===== config.mk =====
export PLATFORM = sky130hd
export DESIGN_NAME = evaluate_taper_flat
export DESIGN_NICKNAME = d
export VERILOG_FILES = /design/src/rtl/evaluate_taper_if.sv /design/src/rtl/evaluate_taper.sv /design/src/flat_wrapper.sv
export SDC_FILE = /design/constraint.sdc
export NUM_CORES = 2
export LEC_CHECK = 0
export BUFFER_PORTS_ARGS = -buffer_cell sky130_fd_sc_hd__buf_2
export CAP_MARGIN = 20
export CORE_ASPECT_RATIO = 1.75
export CORE_UTILIZATION = 35
export DETAILED_ROUTE_END_ITERATION = 10
export GPL_TIMING_DRIVEN = 0
export PLACE_DENSITY = 0.55
export SETUP_SLACK_MARGIN = 0.3
export SLEW_MARGIN = 20
export SYNTH_ARGS = -nofsm -noshare
export SYNTH_HDL_FRONTEND = slang
export SYNTH_SLANG_ARGS = --single-unit

===== constraint.sdc =====
create_clock -name clk -period 11.3 [get_ports clk]
set_input_delay 0 -clock clk [delete_from_list [all_inputs] [get_ports clk]]
set_output_delay 0 -clock clk [all_outputs]
set_load 0.005 [all_outputs]

===== src/rtl/evaluate_taper_if.sv =====
// rtl/evaluate_taper_if.sv - position/term handshake and score bus for evaluate_taper
interface evaluate_taper_if #(
    parameter int EVAL_WIDTH = 24,
    parameter int NUM_TERMS  = 4
);
    logic                            board_valid;
    logic                            clear_eval;
    logic                            white_to_move;
    logic [8:0]                      phase;
    logic [NUM_TERMS*EVAL_WIDTH-1:0] terms_mg;
    logic [NUM_TERMS*EVAL_WIDTH-1:0] terms_eg;
    logic [NUM_TERMS-1:0]            terms_valid;
    logic signed [EVAL_WIDTH-1:0]    eval;
    logic                            eval_valid;

    modport master (
        output board_valid, clear_eval, white_to_move, phase,
        output terms_mg, terms_eg, terms_valid,
        input  eval, eval_valid
    );

    modport slave (
        input  board_valid, clear_eval, white_to_move, phase,
        input  terms_mg, terms_eg, terms_valid,
        output eval, eval_valid
    );
endinterface


===== src/rtl/evaluate_taper.sv =====
// rtl/evaluate_taper.sv - sums per-feature mg/eg terms and blends them by game phase
module evaluate_taper #(
    parameter int EVAL_WIDTH = 24,
    parameter int NUM_TERMS  = 4
) (
    input logic               clk,
    input logic               reset,
    evaluate_taper_if.slave   bus
);
    localparam int ACC_W = EVAL_WIDTH + 4;
    localparam int P_W   = ACC_W + 10;
    localparam int KW    = (NUM_TERMS > 1) ? $clog2(NUM_TERMS) : 1;
    localparam logic signed [P_W-1:0] MAXP = P_W'((64'sd1 <<< (EVAL_WIDTH - 1)) - 1);

    typedef enum logic [2:0] {IDLE, WAIT, SUM, MUL, OUT, DONE} state_t;

    state_t                       state;
    logic [8:0]                   ph;
    logic                         stm;
    logic [KW-1:0]                k;
    logic signed [EVAL_WIDTH-1:0] mg_q [NUM_TERMS];
    logic signed [EVAL_WIDTH-1:0] eg_q [NUM_TERMS];
    logic signed [ACC_W-1:0]      acc_mg;
    logic signed [ACC_W-1:0]      acc_eg;
    logic signed [P_W-1:0]        p_q;
    logic signed [EVAL_WIDTH-1:0] eval_q;
    logic                         eval_valid_q;

    logic signed [P_W-1:0]        r;
    logic signed [P_W-1:0]        sat;
    logic signed [EVAL_WIDTH-1:0] sat_lo;
    logic signed [EVAL_WIDTH-1:0] result;

    // Symmetric saturation keeps the side-to-move negation overflow-free.
    always_comb begin
        r = p_q >>> 8;
        sat = r;
        if (r > MAXP)
            sat = MAXP;
        else if (r < -MAXP)
            sat = -MAXP;
        sat_lo = sat[EVAL_WIDTH-1:0];
        result = stm ? sat_lo : -sat_lo;
    end

    always_ff @(posedge clk) begin
        if (reset) begin
            state        <= IDLE;
            ph           <= '0;
            stm          <= 1'b0;
            k            <= '0;
            acc_mg       <= '0;
            acc_eg       <= '0;
            p_q          <= '0;
            eval_q       <= '0;
            eval_valid_q <= 1'b0;
            for (int i = 0; i < NUM_TERMS; i++) begin
                mg_q[i] <= '0;
                eg_q[i] <= '0;
            end
        end else if (bus.clear_eval) begin
            state        <= IDLE;
            eval_valid_q <= 1'b0;
        end else begin
            case (state)
                IDLE: begin
                    if (bus.board_valid) begin
                        ph    <= (bus.phase > 9'd256) ? 9'd256 : bus.phase;
                        stm   <= bus.white_to_move;
                        state <= WAIT;
                    end
                end
                WAIT: begin
                    if (&bus.terms_valid) begin
                        for (int i = 0; i < NUM_TERMS; i++) begin
                            mg_q[i] <= bus.terms_mg[i*EVAL_WIDTH +: EVAL_WIDTH];
                            eg_q[i] <= bus.terms_eg[i*EVAL_WIDTH +: EVAL_WIDTH];
                        end
                        acc_mg <= '0;
                        acc_eg <= '0;
                        k      <= '0;
                        state  <= SUM;
                    end
                end
                SUM: begin
                    acc_mg <= acc_mg + ACC_W'(mg_q[k]);
                    acc_eg <= acc_eg + ACC_W'(eg_q[k]);
                    k      <= k + 1'b1;
                    if (k == KW'(NUM_TERMS - 1))
                        state <= MUL;
                end
                MUL: begin
                    p_q <= P_W'(acc_mg) * P_W'($signed({1'b0, ph}))
                         + P_W'(acc_eg) * P_W'($signed({1'b0, 9'd256 - ph}));
                    state <= OUT;
                end
                OUT: begin
                    eval_q       <= result;
                    eval_valid_q <= 1'b1;
                    state        <= DONE;
                end
                DONE: state <= DONE;
                default: state <= IDLE;
            endcase
        end
    end

    assign bus.eval       = eval_q;
    assign bus.eval_valid = eval_valid_q;
endmodule


===== src/flat_wrapper.sv =====
// flat-port wrapper written by rule: the top's interface ports become plain ports
module evaluate_taper_flat 
#(
    parameter int EVAL_WIDTH = 24,
    parameter int NUM_TERMS  = 4
)
  (clk, reset, bus_board_valid, bus_clear_eval, bus_white_to_move, bus_phase, bus_terms_mg, bus_terms_eg, bus_terms_valid, bus_eval, bus_eval_valid);
  evaluate_taper_if #(.EVAL_WIDTH(EVAL_WIDTH), .NUM_TERMS(NUM_TERMS)) bus_i ();
  input logic clk;
  input logic reset;
  input wire logic [$bits(bus_i.board_valid)-1:0] bus_board_valid;
  input wire logic [$bits(bus_i.clear_eval)-1:0] bus_clear_eval;
  input wire logic [$bits(bus_i.white_to_move)-1:0] bus_white_to_move;
  input wire logic [$bits(bus_i.phase)-1:0] bus_phase;
  input wire logic [$bits(bus_i.terms_mg)-1:0] bus_terms_mg;
  input wire logic [$bits(bus_i.terms_eg)-1:0] bus_terms_eg;
  input wire logic [$bits(bus_i.terms_valid)-1:0] bus_terms_valid;
  output wire logic [$bits(bus_i.eval)-1:0] bus_eval;
  output wire logic [$bits(bus_i.eval_valid)-1:0] bus_eval_valid;
  assign bus_i.board_valid = bus_board_valid;
  assign bus_i.clear_eval = bus_clear_eval;
  assign bus_i.white_to_move = bus_white_to_move;
  assign bus_i.phase = bus_phase;
  assign bus_i.terms_mg = bus_terms_mg;
  assign bus_i.terms_eg = bus_terms_eg;
  assign bus_i.terms_valid = bus_terms_valid;
  assign bus_eval = bus_i.eval;
  assign bus_eval_valid = bus_i.eval_valid;
  evaluate_taper #(.EVAL_WIDTH(EVAL_WIDTH), .NUM_TERMS(NUM_TERMS)) u_core (.clk(clk), .reset(reset), .bus(bus_i));
endmodule

==> flow_summary.ini <==
[cts]
clock_sinks = 320
number_of_buffers_inserted_during_clock_tree_synthesis = 35
cts_tree = yes
cts-htree-levels = 2
clkSlewWorstSetupHoldPaths_ps = 70
clock_latency_ps = 600
clock_path_buffers = 3
cts-root-buf = sky130_fd_sc_hd__clkbuf_16

[grt]
globalRouteTotalUtil_pct = 21.9
globalRouteOverflowTotal = 0
antenna_found_initial = 5
grt_pass1_wl_um = 157000
pin_count_of_the_biggest_net_entering_global_routing = 28
grt_pass1_vias = 27113

[yosys]
synth.yosys.warnings = 0
synth.yosys.seq_area_share_pct = 25.3
summed_instance_area_of_the_synthesized_netlist_um2 = 32900
synth_enable_flop_cells = 192
post_syn_instances = 3301
ys_dominant_reg_cell = sky130_fd_sc_hd__edfxtp_1
synthesis.nets = 4184
synthDistinctLibCells = 71
synthesis.area_per_instance_um2 = 9.97
yosysMostFrequentCell = sky130_fd_sc_hd__inv_1
synth_area_leader_cell = sky130_fd_sc_hd__fa_1
synth_seq_cells = 320
synthArstFlopShare_pct = 0
netlist_top_cells_area = sky130_fd_sc_hd__fa_1 (29%), sky130_fd_sc_hd__edfxtp_1 (18%), sky130_fd_sc_hd__dfxtp_1 (7.8%)
post_synth_most_frequent_cells = sky130_fd_sc_hd__inv_1 (494), sky130_fd_sc_hd__fa_1 (484), sky130_fd_sc_hd__nand2_1 (416), sky130_fd_sc_hd__and2_1 (357), sky130_fd_sc_hd__edfxtp_1 (192)
yosysTopAreaCellShare_pct = 29.4

[route]
via_per_inst = 5.00
drcViolationCount = 10
detail_route.wl_per_cell_um = 20.4
dr.pass1.iters = 10
totalWireLength_um = 102000
routed-via-count = 25088
antenna_violating_nets_post_route = 0
detailedRoute.firstIterationViolations = 1397

[place]
preCtsSetupSlack_ps = 1040
gp_congestion = 0.942
dp_cells = 4744
place.detailed.hpwl_um = 83900
port-buffer-count = 233

[die]
fp.coreArea_um2 = 93100
pin_count = 235
fp-row-count = 148
floorplan.initialDensity_pct = 35.3
die_h_um = 408
floorplan.die_area_um2 = 95300
dieWidth_um = 234

[timing]
setup_viol = 0
min_period_over_period_pct = 90.4
final_period_minus_worst_setup_slack_ps = 10220
final_critical_path_setup_slack_ps = 1080
achievable-frequency_ghz = 0.0979
timing.final.max_slew_violations = 0
rsz_0062_raised_after_global_routing = no
finalHoldViolCount = 0
whs_ps = 131
worstMarginPinSlew_ps = 1070
worst_case_headroom_to_the_max_slew_limit_pct = 28.9
clock-skew-final_ps = 30.9

[setup_path]
cp_most_frequent_cell = sky130_fd_sc_hd__fa_1
timing.critical_path.required_ps = 11820
critical_path.max_fanout = 10
crit_path_start_kind = flip-flop
critPathArrivalTime_ps = 10730
critical_path.max_stage_delay_ps = 790
path_class = reg2reg
critical-path-slowest-cell = sky130_fd_sc_hd__a211oi_1
critical_path.endpoint_type = flip-flop
critical_path.top_delay_family = adder cells
critPathBufInv = 7

[finish]
finalNetCount = 4668
area.growth.synth_to_final_pct = 18.9
stdcell_count = 5013
post_route_cells_drive_above_1_share_pct = 9.89

[job]
cap_viol_max_count = 0

[run_status]
violations = DRC
status = finished, violations left

[power]
static-leakage-power_nw = 18.1
irDropWorstVdd_v = 0.0000933
power.density_cell_area_nw_per_um2 = 70.9

[worst_hold_path]
worstHoldPathType = in2reg
-- timing repair --
item	4_1_cts	5_1_grt
hold endpoints to repair	206	0
setup buffers	0	0
resized for setup	0	0
hold buffers	204	0
-- path summary, 6_finish.rpt --
| check | start | end | slack, ps | cells past startpoint |
|---|---|---|---|---|
| worst min-delay path | bus_board_valid | u_core.ph[1] | 130 | 5 |
| worst max register to register | u_core.ph[0] | u_core.p_q[37] | 1080 | 29 |
| worst min register to register | u_core.bus.eval[2] | u_core.bus.eval[2] | 470 | 2 |
| worst max-delay path | u_core.ph[0] | u_core.p_q[37] | 1080 | 29 |
-- cell families after synthesis --
family                   synth area share [%]
AO/OA/AOI/OAI                            7.99
XOR/XNOR                                 2.45
adder cells (fa/ha/maj)                  36.6
buffers and inverters                    7.72
flip-flops                               25.3
multiplexers                             3.41
AND/OR/NAND/NOR                          16.5
-- worst register-to-register path, delay by kind of cell, from the launching register on --
kind | cells | cell delay (ps)
XOR/XNOR | 2 | 920
buffers and inverters | 7 | 1850
flip-flops | 1 | 500
AND/OR/NAND/NOR | 5 | 670
AO/OA/AOI/OAI | 6 | 1980
adder cells (fa/ha/maj) | 9 | 4200
-- registers in the layout, indices dropped and copies added, names as in the netlist, named ones only --
| register | cells |
|---|---|
| u_core.acc_eg | 28 |
| u_core.acc_mg | 28 |
| u_core.bus.eval | 24 |
| u_core.bus.eval_valid | 1 |
| u_core.eg_q | 96 |
| u_core.k | 2 |
| u_core.mg_q | 96 |
| u_core.p_q | 30 |
| u_core.ph | 9 |
| u_core.state | 3 |
| u_core.stm | 1 |
-- routing by layer --
layer / wire length [um] / share of wire [%] / GRT usage [%]
met1: 36500 / 36 / 23.5
met2: 55100 / 54 / 41.3
met3: 4130 / 4.0 / 2.30
met4: 6240 / 6.1 / 11.8
met5: 14 / 0.014 / 0
-- power by group --
group	internal (mW)	switching, mW
combinational	0.116	0.161
clock	0.695	0.536
sequential	1.26	0.00841
-- layout make-up --
cell class	instances	area [um^2]
Fill cell	9080	54000
Multi-Input combinational cell	2306	22100
Sequential cell	320	8330
Timing Repair Buffer	447	3430
Inverter	494	1850
Tap cell	1200	1500
Clock buffer	45	976
Buffer	181	686
Clock inverter	18	246
Antenna cell	2	5.00
-- placed cells by master, fill, tap and decap left out, types with 8 or more instances in the layout --
master / n
sky130_fd_sc_hd__a211oi_1: 34
sky130_fd_sc_hd__a21o_1: 32
sky130_fd_sc_hd__a21oi_1: 116
sky130_fd_sc_hd__a221oi_1: 9
sky130_fd_sc_hd__a22o_1: 13
sky130_fd_sc_hd__a22oi_1: 42
sky130_fd_sc_hd__a31oi_1: 14
sky130_fd_sc_hd__and2_1: 357
sky130_fd_sc_hd__buf_1: 18
sky130_fd_sc_hd__buf_2: 235
sky130_fd_sc_hd__clkbuf_1: 166
sky130_fd_sc_hd__clkbuf_16: 37
sky130_fd_sc_hd__dfxtp_1: 128
sky130_fd_sc_hd__dlygate4sd3_1: 204
sky130_fd_sc_hd__edfxtp_1: 192
sky130_fd_sc_hd__fa_1: 484
sky130_fd_sc_hd__ha_1: 189
sky130_fd_sc_hd__inv_1: 494
sky130_fd_sc_hd__mux4_2: 48
sky130_fd_sc_hd__nand2_1: 416
sky130_fd_sc_hd__nand2b_1: 12
sky130_fd_sc_hd__nand3_1: 22
sky130_fd_sc_hd__nand4_1: 10
sky130_fd_sc_hd__nor2_1: 148
sky130_fd_sc_hd__nor2b_1: 38
sky130_fd_sc_hd__nor3_1: 30
sky130_fd_sc_hd__nor3b_1: 10
sky130_fd_sc_hd__nor4_1: 8
sky130_fd_sc_hd__o21a_1: 11
sky130_fd_sc_hd__o21ai_0: 53
sky130_fd_sc_hd__o21bai_1: 8
sky130_fd_sc_hd__o31ai_1: 9
sky130_fd_sc_hd__or2_2: 9
sky130_fd_sc_hd__or3_1: 9
sky130_fd_sc_hd__xnor2_1: 62
sky130_fd_sc_hd__xor2_1: 23
-- through the flow --
| stage | power [mW] | area, um^2 | TNS, ps | util (%) |
|---|---|---|---|---|
| 6_report | 2.77 | 39100 | 0 | 42.0 |
| 5_1_grt | 2.85 | 39100 | 0 | 42.0 |
| 4_1_cts | 2.79 | 39100 | 0 | 42.0 |
| 3_5_place_dp | 1.51 | 35900 | 0 | 38.5 |
| 3_3_place_gp | 1.51 | 35600 | -566870 | 38.2 |
| 2_1_floorplan | 1.39 | 32900 | 0 | - |
Note: power is estimated with default switching activity, not from simulation.
